### src/rtl/ps2_keycode_port.sv
// ps2_keycode_port
// Receives PS/2 keyboard frames, decodes scan code set 2 make codes (US layout)
// into 7-bit ASCII and queues them for a consumer.
//
// Ports
//   clk        system clock, all state on its rising edge
//   reset      asynchronous, active-high reset
//   ps2_clk    raw PS/2 clock line (asynchronous)
//   ps2_data   raw PS/2 data line (asynchronous)
//   keycode    {valid, ascii[6:0]} of the queue head, 8'h00 when empty
//   keystrobe  consumer acknowledge; pops the head while high and valid
//   frame_err  one-cycle pulse when a frame is rejected (parity/stop/timeout)
//   overflow   one-cycle pulse when a decoded key is dropped on a full queue
module ps2_keycode_port #(
    parameter int FILTER_LEN = 8,
    parameter int TIMEOUT    = 50000,
    parameter int FIFO_DEPTH = 4
) (
    input  logic       clk,
    input  logic       reset,
    input  logic       ps2_clk,
    input  logic       ps2_data,
    output logic [7:0] keycode,
    input  logic       keystrobe,
    output logic       frame_err,
    output logic       overflow
);

    localparam int FW = (FILTER_LEN > 1) ? $clog2(FILTER_LEN) : 1;
    localparam int TW = $clog2(TIMEOUT + 1);
    localparam int AW = $clog2(FIFO_DEPTH);

    localparam logic [FW-1:0] FILT_MAX = FW'(FILTER_LEN - 1);
    localparam logic [TW-1:0] TMO_MAX  = TW'(TIMEOUT);
    localparam logic [AW:0]   FULL_CNT = (AW + 1)'(FIFO_DEPTH);

    typedef enum logic [1:0] {
        IDLE   = 2'd0,
        DATA   = 2'd1,
        PARITY = 2'd2,
        STOP   = 2'd3
    } rx_state_t;

    // Scan code -> {hit, ascii}. hit = 0 means the code is not translated.
    function automatic logic [7:0] xlate(input logic [7:0] code, input logic ext);
        logic [7:0] r;
        r = 8'h00;
        if (ext) begin
            case (code)
                8'h75:   r = {1'b1, 7'h77};
                8'h72:   r = {1'b1, 7'h73};
                8'h6B:   r = {1'b1, 7'h61};
                8'h74:   r = {1'b1, 7'h64};
                default: r = 8'h00;
            endcase
        end else begin
            case (code)
                8'h1C: r = {1'b1, 7'h61};  8'h32: r = {1'b1, 7'h62};
                8'h21: r = {1'b1, 7'h63};  8'h23: r = {1'b1, 7'h64};
                8'h24: r = {1'b1, 7'h65};  8'h2B: r = {1'b1, 7'h66};
                8'h34: r = {1'b1, 7'h67};  8'h33: r = {1'b1, 7'h68};
                8'h43: r = {1'b1, 7'h69};  8'h3B: r = {1'b1, 7'h6A};
                8'h42: r = {1'b1, 7'h6B};  8'h4B: r = {1'b1, 7'h6C};
                8'h3A: r = {1'b1, 7'h6D};  8'h31: r = {1'b1, 7'h6E};
                8'h44: r = {1'b1, 7'h6F};  8'h4D: r = {1'b1, 7'h70};
                8'h15: r = {1'b1, 7'h71};  8'h2D: r = {1'b1, 7'h72};
                8'h1B: r = {1'b1, 7'h73};  8'h2C: r = {1'b1, 7'h74};
                8'h3C: r = {1'b1, 7'h75};  8'h2A: r = {1'b1, 7'h76};
                8'h1D: r = {1'b1, 7'h77};  8'h22: r = {1'b1, 7'h78};
                8'h35: r = {1'b1, 7'h79};  8'h1A: r = {1'b1, 7'h7A};
                8'h45: r = {1'b1, 7'h30};  8'h16: r = {1'b1, 7'h31};
                8'h1E: r = {1'b1, 7'h32};  8'h26: r = {1'b1, 7'h33};
                8'h25: r = {1'b1, 7'h34};  8'h2E: r = {1'b1, 7'h35};
                8'h36: r = {1'b1, 7'h36};  8'h3D: r = {1'b1, 7'h37};
                8'h3E: r = {1'b1, 7'h38};  8'h46: r = {1'b1, 7'h39};
                8'h29: r = {1'b1, 7'h20};  8'h5A: r = {1'b1, 7'h0D};
                default: r = 8'h00;
            endcase
        end
        return r;
    endfunction

    // ---------------- synchronizers and clock filter ----------------
    logic          clk_meta_r, clk_sync_r, dat_meta_r, dat_sync_r;
    logic          filt_r, filt_prev_r;
    logic [FW-1:0] filt_cnt_r;
    logic          fall_s;

    // Two-flop synchronizers; idle PS/2 lines are high, so reset to 1.
    always_ff @(posedge clk or posedge reset) begin
        if (reset) begin
            clk_meta_r <= 1'b1;
            clk_sync_r <= 1'b1;
            dat_meta_r <= 1'b1;
            dat_sync_r <= 1'b1;
        end else begin
            clk_meta_r <= ps2_clk;
            clk_sync_r <= clk_meta_r;
            dat_meta_r <= ps2_data;
            dat_sync_r <= dat_meta_r;
        end
    end

    // Glitch filter: the accepted ps2_clk level flips after FILTER_LEN
    // consecutive samples that disagree with it.
    always_ff @(posedge clk or posedge reset) begin
        if (reset) begin
            filt_r      <= 1'b1;
            filt_prev_r <= 1'b1;
            filt_cnt_r  <= '0;
        end else begin
            filt_prev_r <= filt_r;
            if (clk_sync_r == filt_r) begin
                filt_cnt_r <= '0;
            end else if (filt_cnt_r == FILT_MAX) begin
                filt_r     <= clk_sync_r;
                filt_cnt_r <= '0;
            end else begin
                filt_cnt_r <= filt_cnt_r + FW'(1);
            end
        end
    end

    assign fall_s = filt_prev_r & ~filt_r;

    // ---------------- receiver FSM ----------------
    rx_state_t     state_r, state_s;
    logic [7:0]    shift_r, shift_s;
    logic [2:0]    bit_cnt_r, bit_cnt_s;
    logic          parity_r, parity_s;
    logic [TW-1:0] tmo_cnt_r;
    logic          accept_s, reject_s;
    logic [7:0]    rx_byte_r;
    logic          rx_valid_r;

    // Next-state logic: advances one bit per filtered falling edge; a stalled
    // partial frame is abandoned when the timeout counter saturates.
    always_comb begin
        state_s   = state_r;
        shift_s   = shift_r;
        bit_cnt_s = bit_cnt_r;
        parity_s  = parity_r;
        accept_s  = 1'b0;
        reject_s  = 1'b0;
        if (fall_s) begin
            case (state_r)
                IDLE: begin
                    if (!dat_sync_r) begin
                        state_s   = DATA;
                        bit_cnt_s = 3'd0;
                        shift_s   = 8'h00;
                    end else begin
                        state_s = IDLE;
                    end
                end
                DATA: begin
                    shift_s   = {dat_sync_r, shift_r[7:1]};
                    bit_cnt_s = bit_cnt_r + 3'd1;
                    if (bit_cnt_r == 3'd7) begin
                        state_s = PARITY;
                    end else begin
                        state_s = DATA;
                    end
                end
                PARITY: begin
                    parity_s = dat_sync_r;
                    state_s  = STOP;
                end
                STOP: begin
                    state_s = IDLE;
                    if ((^{shift_r, parity_r}) && dat_sync_r) begin
                        accept_s = 1'b1;
                    end else begin
                        reject_s = 1'b1;
                    end
                end
                default: state_s = IDLE;
            endcase
        end else if ((state_r != IDLE) && (tmo_cnt_r == TMO_MAX)) begin
            state_s  = IDLE;
            reject_s = 1'b1;
        end else begin
            state_s = state_r;
        end
    end

    // Receiver state, inter-edge timeout counter and accepted-byte register.
    always_ff @(posedge clk or posedge reset) begin
        if (reset) begin
            state_r    <= IDLE;
            shift_r    <= 8'h00;
            bit_cnt_r  <= 3'd0;
            parity_r   <= 1'b0;
            tmo_cnt_r  <= '0;
            rx_byte_r  <= 8'h00;
            rx_valid_r <= 1'b0;
            frame_err  <= 1'b0;
        end else begin
            state_r    <= state_s;
            shift_r    <= shift_s;
            bit_cnt_r  <= bit_cnt_s;
            parity_r   <= parity_s;
            rx_valid_r <= accept_s;
            frame_err  <= reject_s;
            if (accept_s) begin
                rx_byte_r <= shift_r;
            end
            if ((state_r == IDLE) || fall_s) begin
                tmo_cnt_r <= '0;
            end else if (tmo_cnt_r != TMO_MAX) begin
                tmo_cnt_r <= tmo_cnt_r + TW'(1);
            end
        end
    end

    // ---------------- decoder ----------------
    logic       brk_r, ext_r, brk_s, ext_s;
    logic       push_s;
    logic [7:0] xl_s;

    assign xl_s = xlate(rx_byte_r, ext_r);

    // Prefix handling: F0 marks a break (release), E0 selects the extended
    // table; any other byte consumes both flags.
    always_comb begin
        brk_s  = brk_r;
        ext_s  = ext_r;
        push_s = 1'b0;
        if (rx_valid_r) begin
            if (rx_byte_r == 8'hF0) begin
                brk_s = 1'b1;
            end else if (rx_byte_r == 8'hE0) begin
                ext_s = 1'b1;
            end else begin
                brk_s  = 1'b0;
                ext_s  = 1'b0;
                push_s = ~brk_r & xl_s[7];
            end
        end else begin
            push_s = 1'b0;
        end
    end

    // ---------------- keycode queue ----------------
    logic [6:0]    mem_r [FIFO_DEPTH];
    logic [AW-1:0] wr_ptr_r, rd_ptr_r, rd_next_s;
    logic [AW:0]   count_r, count_s;
    logic          pop_s, full_s, wr_en_s;
    logic [7:0]    head_s;

    assign pop_s     = (count_r != '0) & keystrobe;
    assign full_s    = (count_r == FULL_CNT);
    assign wr_en_s   = push_s & (~full_s | pop_s);
    assign rd_next_s = pop_s ? (rd_ptr_r + AW'(1)) : rd_ptr_r;
    assign count_s   = count_r + (AW + 1)'(wr_en_s) - (AW + 1)'(pop_s);

    // Next head value, so keycode is a register: the slot being written this
    // cycle is bypassed from the decoder.
    always_comb begin
        if (count_s == '0) begin
            head_s = 8'h00;
        end else if (wr_en_s && (rd_next_s == wr_ptr_r)) begin
            head_s = {1'b1, xl_s[6:0]};
        end else begin
            head_s = {1'b1, mem_r[rd_next_s]};
        end
    end

    // Decoder flags, queue storage/pointers and registered outputs.
    always_ff @(posedge clk or posedge reset) begin
        if (reset) begin
            brk_r    <= 1'b0;
            ext_r    <= 1'b0;
            wr_ptr_r <= '0;
            rd_ptr_r <= '0;
            count_r  <= '0;
            keycode  <= 8'h00;
            overflow <= 1'b0;
            for (int i = 0; i < FIFO_DEPTH; i++) begin
                mem_r[i] <= 7'h00;
            end
        end else begin
            brk_r    <= brk_s;
            ext_r    <= ext_s;
            rd_ptr_r <= rd_next_s;
            count_r  <= count_s;
            keycode  <= head_s;
            overflow <= push_s & full_s & ~pop_s;
            if (wr_en_s) begin
                mem_r[wr_ptr_r] <= xl_s[6:0];
                wr_ptr_r        <= wr_ptr_r + AW'(1);
            end
        end
    end

endmodule

### config.mk
export PLATFORM = sky130hd
export DESIGN_NAME = ps2_keycode_port
export DESIGN_NICKNAME = d
export VERILOG_FILES = /design/src/rtl/ps2_keycode_port.sv
export SDC_FILE = /design/constraint.sdc
export NUM_CORES = 1
export LEC_CHECK = 0
export ABC_AREA = 1
export BUFFER_PORTS_ARGS = -buffer_cell sky130_fd_sc_hd__buf_2
export CORE_UTILIZATION = 31
export DETAILED_ROUTE_END_ITERATION = 12
export PLACE_DENSITY_LB_ADDON = 0.3
export SLEW_MARGIN = 10
export SYNTH_ARGS = -nofsm -noshare
export SYNTH_HDL_FRONTEND = slang
export SYNTH_SLANG_ARGS = --single-unit
### constraint.sdc
create_clock -name clk -period 3.4 [get_ports clk]
set_input_delay 0.17 -clock clk [delete_from_list [all_inputs] [get_ports clk]]
set_output_delay 0.17 -clock clk [all_outputs]
set_load 0.05 [all_outputs]
==> metrics.txt <==
status complete, no violations; most common cell after layout, fill and taps aside nand2_1; Ys Warns 0; vias between 4,000 and 5,000; crit-path max FO 8; CP most frequent cell nand2_1; critical path's largest stage delay 0.45 ns; Nets just over 700; Port-buffer cells 14; Post-synth EDFFs 0; Mapped Nets 690; Final TNS setup 0 ns; # Post-CTS Setup Buffers 0; Core ar. 16,700 um^2; R2R Setup Slk around 0.23 ns; DRC violations left 0; fin crit share 0.932; worst hold path class input pin to register; Synth Flop Type dfrtp_1; final core occ 0.362; Mapped Area 5350 um^2; leading area contributor after synthesis dfrtp_1; initial drt markers between 200 and 300; global placement routability congestion 0.880; Slowest-stage cell, CP fa_2; nature of the critical path endpoint register; P_sw 1230 uW; largest net degree at the start of global routing 42; Syn Area/Cell about 8 um^2; Clock Sink Count 95; final setup fails 0; fmax about 0.32 GHz; largest buffer count on any clock path 2; maxcap violations 0; Max VDD drop between 0.0003 and 0.0004 V; Arr. time, crit path 3.41 ns; Starting Density 0.321; Logic pwr share 0.308; instance area at placement 5680 um^2; post-synthesis sequential area ratio 0.445; GRT Overall Usage 0.144; Sw Ratio 0.362; slew margin rel. 0.531; worst slew pin tran 0.703 ns; PwrDens 564 nW/um^2; commonest cells after routing, fill and taps aside 169 x nand2_1, 89 x dfrtp_1, 64 x inv_1; Placed Cells incl. Taps 896; Final Max Tran Viols 0; Ant. Diodes 0; final hold vios 0; synth top area cells dfrtp_1 42%, nand2_1 12%, nand3_1 5.0%; initial antenna violation count 0; Fillers 1,726; Setup Skew around 0.0093 ns; layout cells sized above 1 0.135; Mapped Cells 665; RSZ-0062 raised after global routing false; CTS buffer count 9; Die Wd 133 um; sequential power share 0.396; post-synth cell types 45; Tmin final roughly 3.2 ns; post-synth top area share 0.416; worst-path cell chain inv_1 > ha_4 > nand2_1 > nand2_2 > nand2_1 > clkinv_1 > nand2_1 > nand2_1 > nand3_1 > nand2_1 > nand3_2 > a21boi_4 > nand2_1 > ha_1 > inv_1 > ha_1 > fa_2 > nor2_1 > nand2_2 > nand2_1 > nor2_1; async set or reset register ratio after synthesis 1.00; post-route design area 6040 um^2; H-tree levels 3; power share of the clock group 0.296; dpl hpwl 8500 um; Final Non-Filler Cells ~920; num ports 15; Clk pin slew, worst setup/hold paths 0.07 ns; GRT overflow 0; CTS tree done; first-pass GRT wire length just over 20,000 um; root buffer cell clkbuf_16; Routed WL 11,900 um; die area approximately 18,000 um^2; Critical Path RT 3.64 ns; vias in the first global route roughly 4,300; Crit Path Category register to register; DRT Pass-1 Iters 5; P_leak 0.00297 uW; element type at the critical path start register; ANT nets after route 0; routed len/inst 13.0 um; Seq cells post-synth 95; total power draw 3410 uW; worst-skew pair later-pin latency ~0.35 ns; row count 47; Via density 4.77; DIE HEIGHT 133 um; Pint 2170 uW; Area Overhead vs Synth 12.9%
kinds of logic (layout without fill, tap and decap cells):
| kind of cell | Yosys count | count (layout) | share of synthesized area |
|---|---|---|---|
| fa+ha+maj | 20 | 20 | 0.0481 |
| xor+xnor | 17 | 17 | 0.0278 |
| simple gates | 333 | 333 | 0.280 |
| flops | 95 | 95 | 0.445 |
| buf+inv | 93 | 123 | 0.0767 |
| compound gates | 107 | 107 | 0.122 |
cell type report:
type / instances / area (um^2) / share of cell area
sequential: 95 / 2380 / 0.395
timing repair buffer: 31 / 205 / 0.0340
inverter: 76 / 290 / 0.0480
multi-input combinational: 477 / 2580 / 0.428
clock inverter: 4 / 36.3 / 0.00601
tap: 220 / 275 / 0.0456
clock buffer: 12 / 267 / 0.0441
through the flow:
stage / hold WS [ns] / setup WS [ns]
after floorplan: 0.174 / 0.221
after global routing: 0.362 / 0.00871
after global placement: 0.244 / 0.186
after CTS: 0.343 / 0.0955
after detailed placement: 0.246 / 0.115
final: 0.354 / 0.233
power groups by stage:
stage	combinational [uW]	sequential (uW)	clock (uW)
global route	1190	1360	1080
floorplan	690	1460	0
global placement	1010	1370	0
detailed placement	1020	1370	0
finish	1050	1350	1010
CTS	1030	1350	1040
routing by layer:
metal	track usage	vias to the layer above	share of wire
met1	0.196	2010	0.49
met2	0.226	106	0.44
li1	-	2229	-
met4	0.0492	0	0.023
met3	0.0297	24	0.043
met5	0	-	0
what timing repair did:
| action | 4_1_cts | 5_1_grt |
|---|---|---|
| hold buffers | 3 | 0 |
| endpoints found under the hold margin | 38 | 0 |
| endpoints found under the setup margin | 0 | 8 |
| gates resized for setup | 0 | 4 |
critical path: cells and delay by family, from the launching register on:
family | cells | cell delay [ns]
AOI/OAI and AO/OA | 1 | 0.15
and+or+nand+nor | 13 | 1.14
DFF | 1 | 0.34
buffers and inverters | 3 | 0.23
adders and majority gates | 4 | 1.19
state kept, by name (all words and copies together) (netlist names), 2 cells and up:
register	count
tmo_cnt_r	16
keycode	8
count_r	3
rd_ptr_r	2
bit_cnt_r	3
mem_r	28
filt_cnt_r	3
state_r	2
wr_ptr_r	2
shift_r	8
rx_byte_r	8
Yosys cell counts, drive strengths merged (7+ instances only):
library cell / number
nand2: 180
dfrtp: 89
inv: 75
nor2: 63
nand3: 60
o21ai: 59
a21oi: 20
ha: 19
buf: 16
nor3: 14
xor2: 11
o22ai: 9
o22a: 7
final timing paths:
kind,endpoint,cells after the start,from
max in group asynchronous,filt_prev_r,4,reset
min in group asynchronous,tmo_cnt_r[14],3,reset
worst max-delay path,keycode[5],21,rx_byte_r[0]
worst min-delay path,overflow,5,keystrobe
worst max register to register,keycode[5],21,rx_byte_r[0]
worst min register to register,clk_sync_r,0,clk_meta_r
Power figures use the tool's default switching activity.
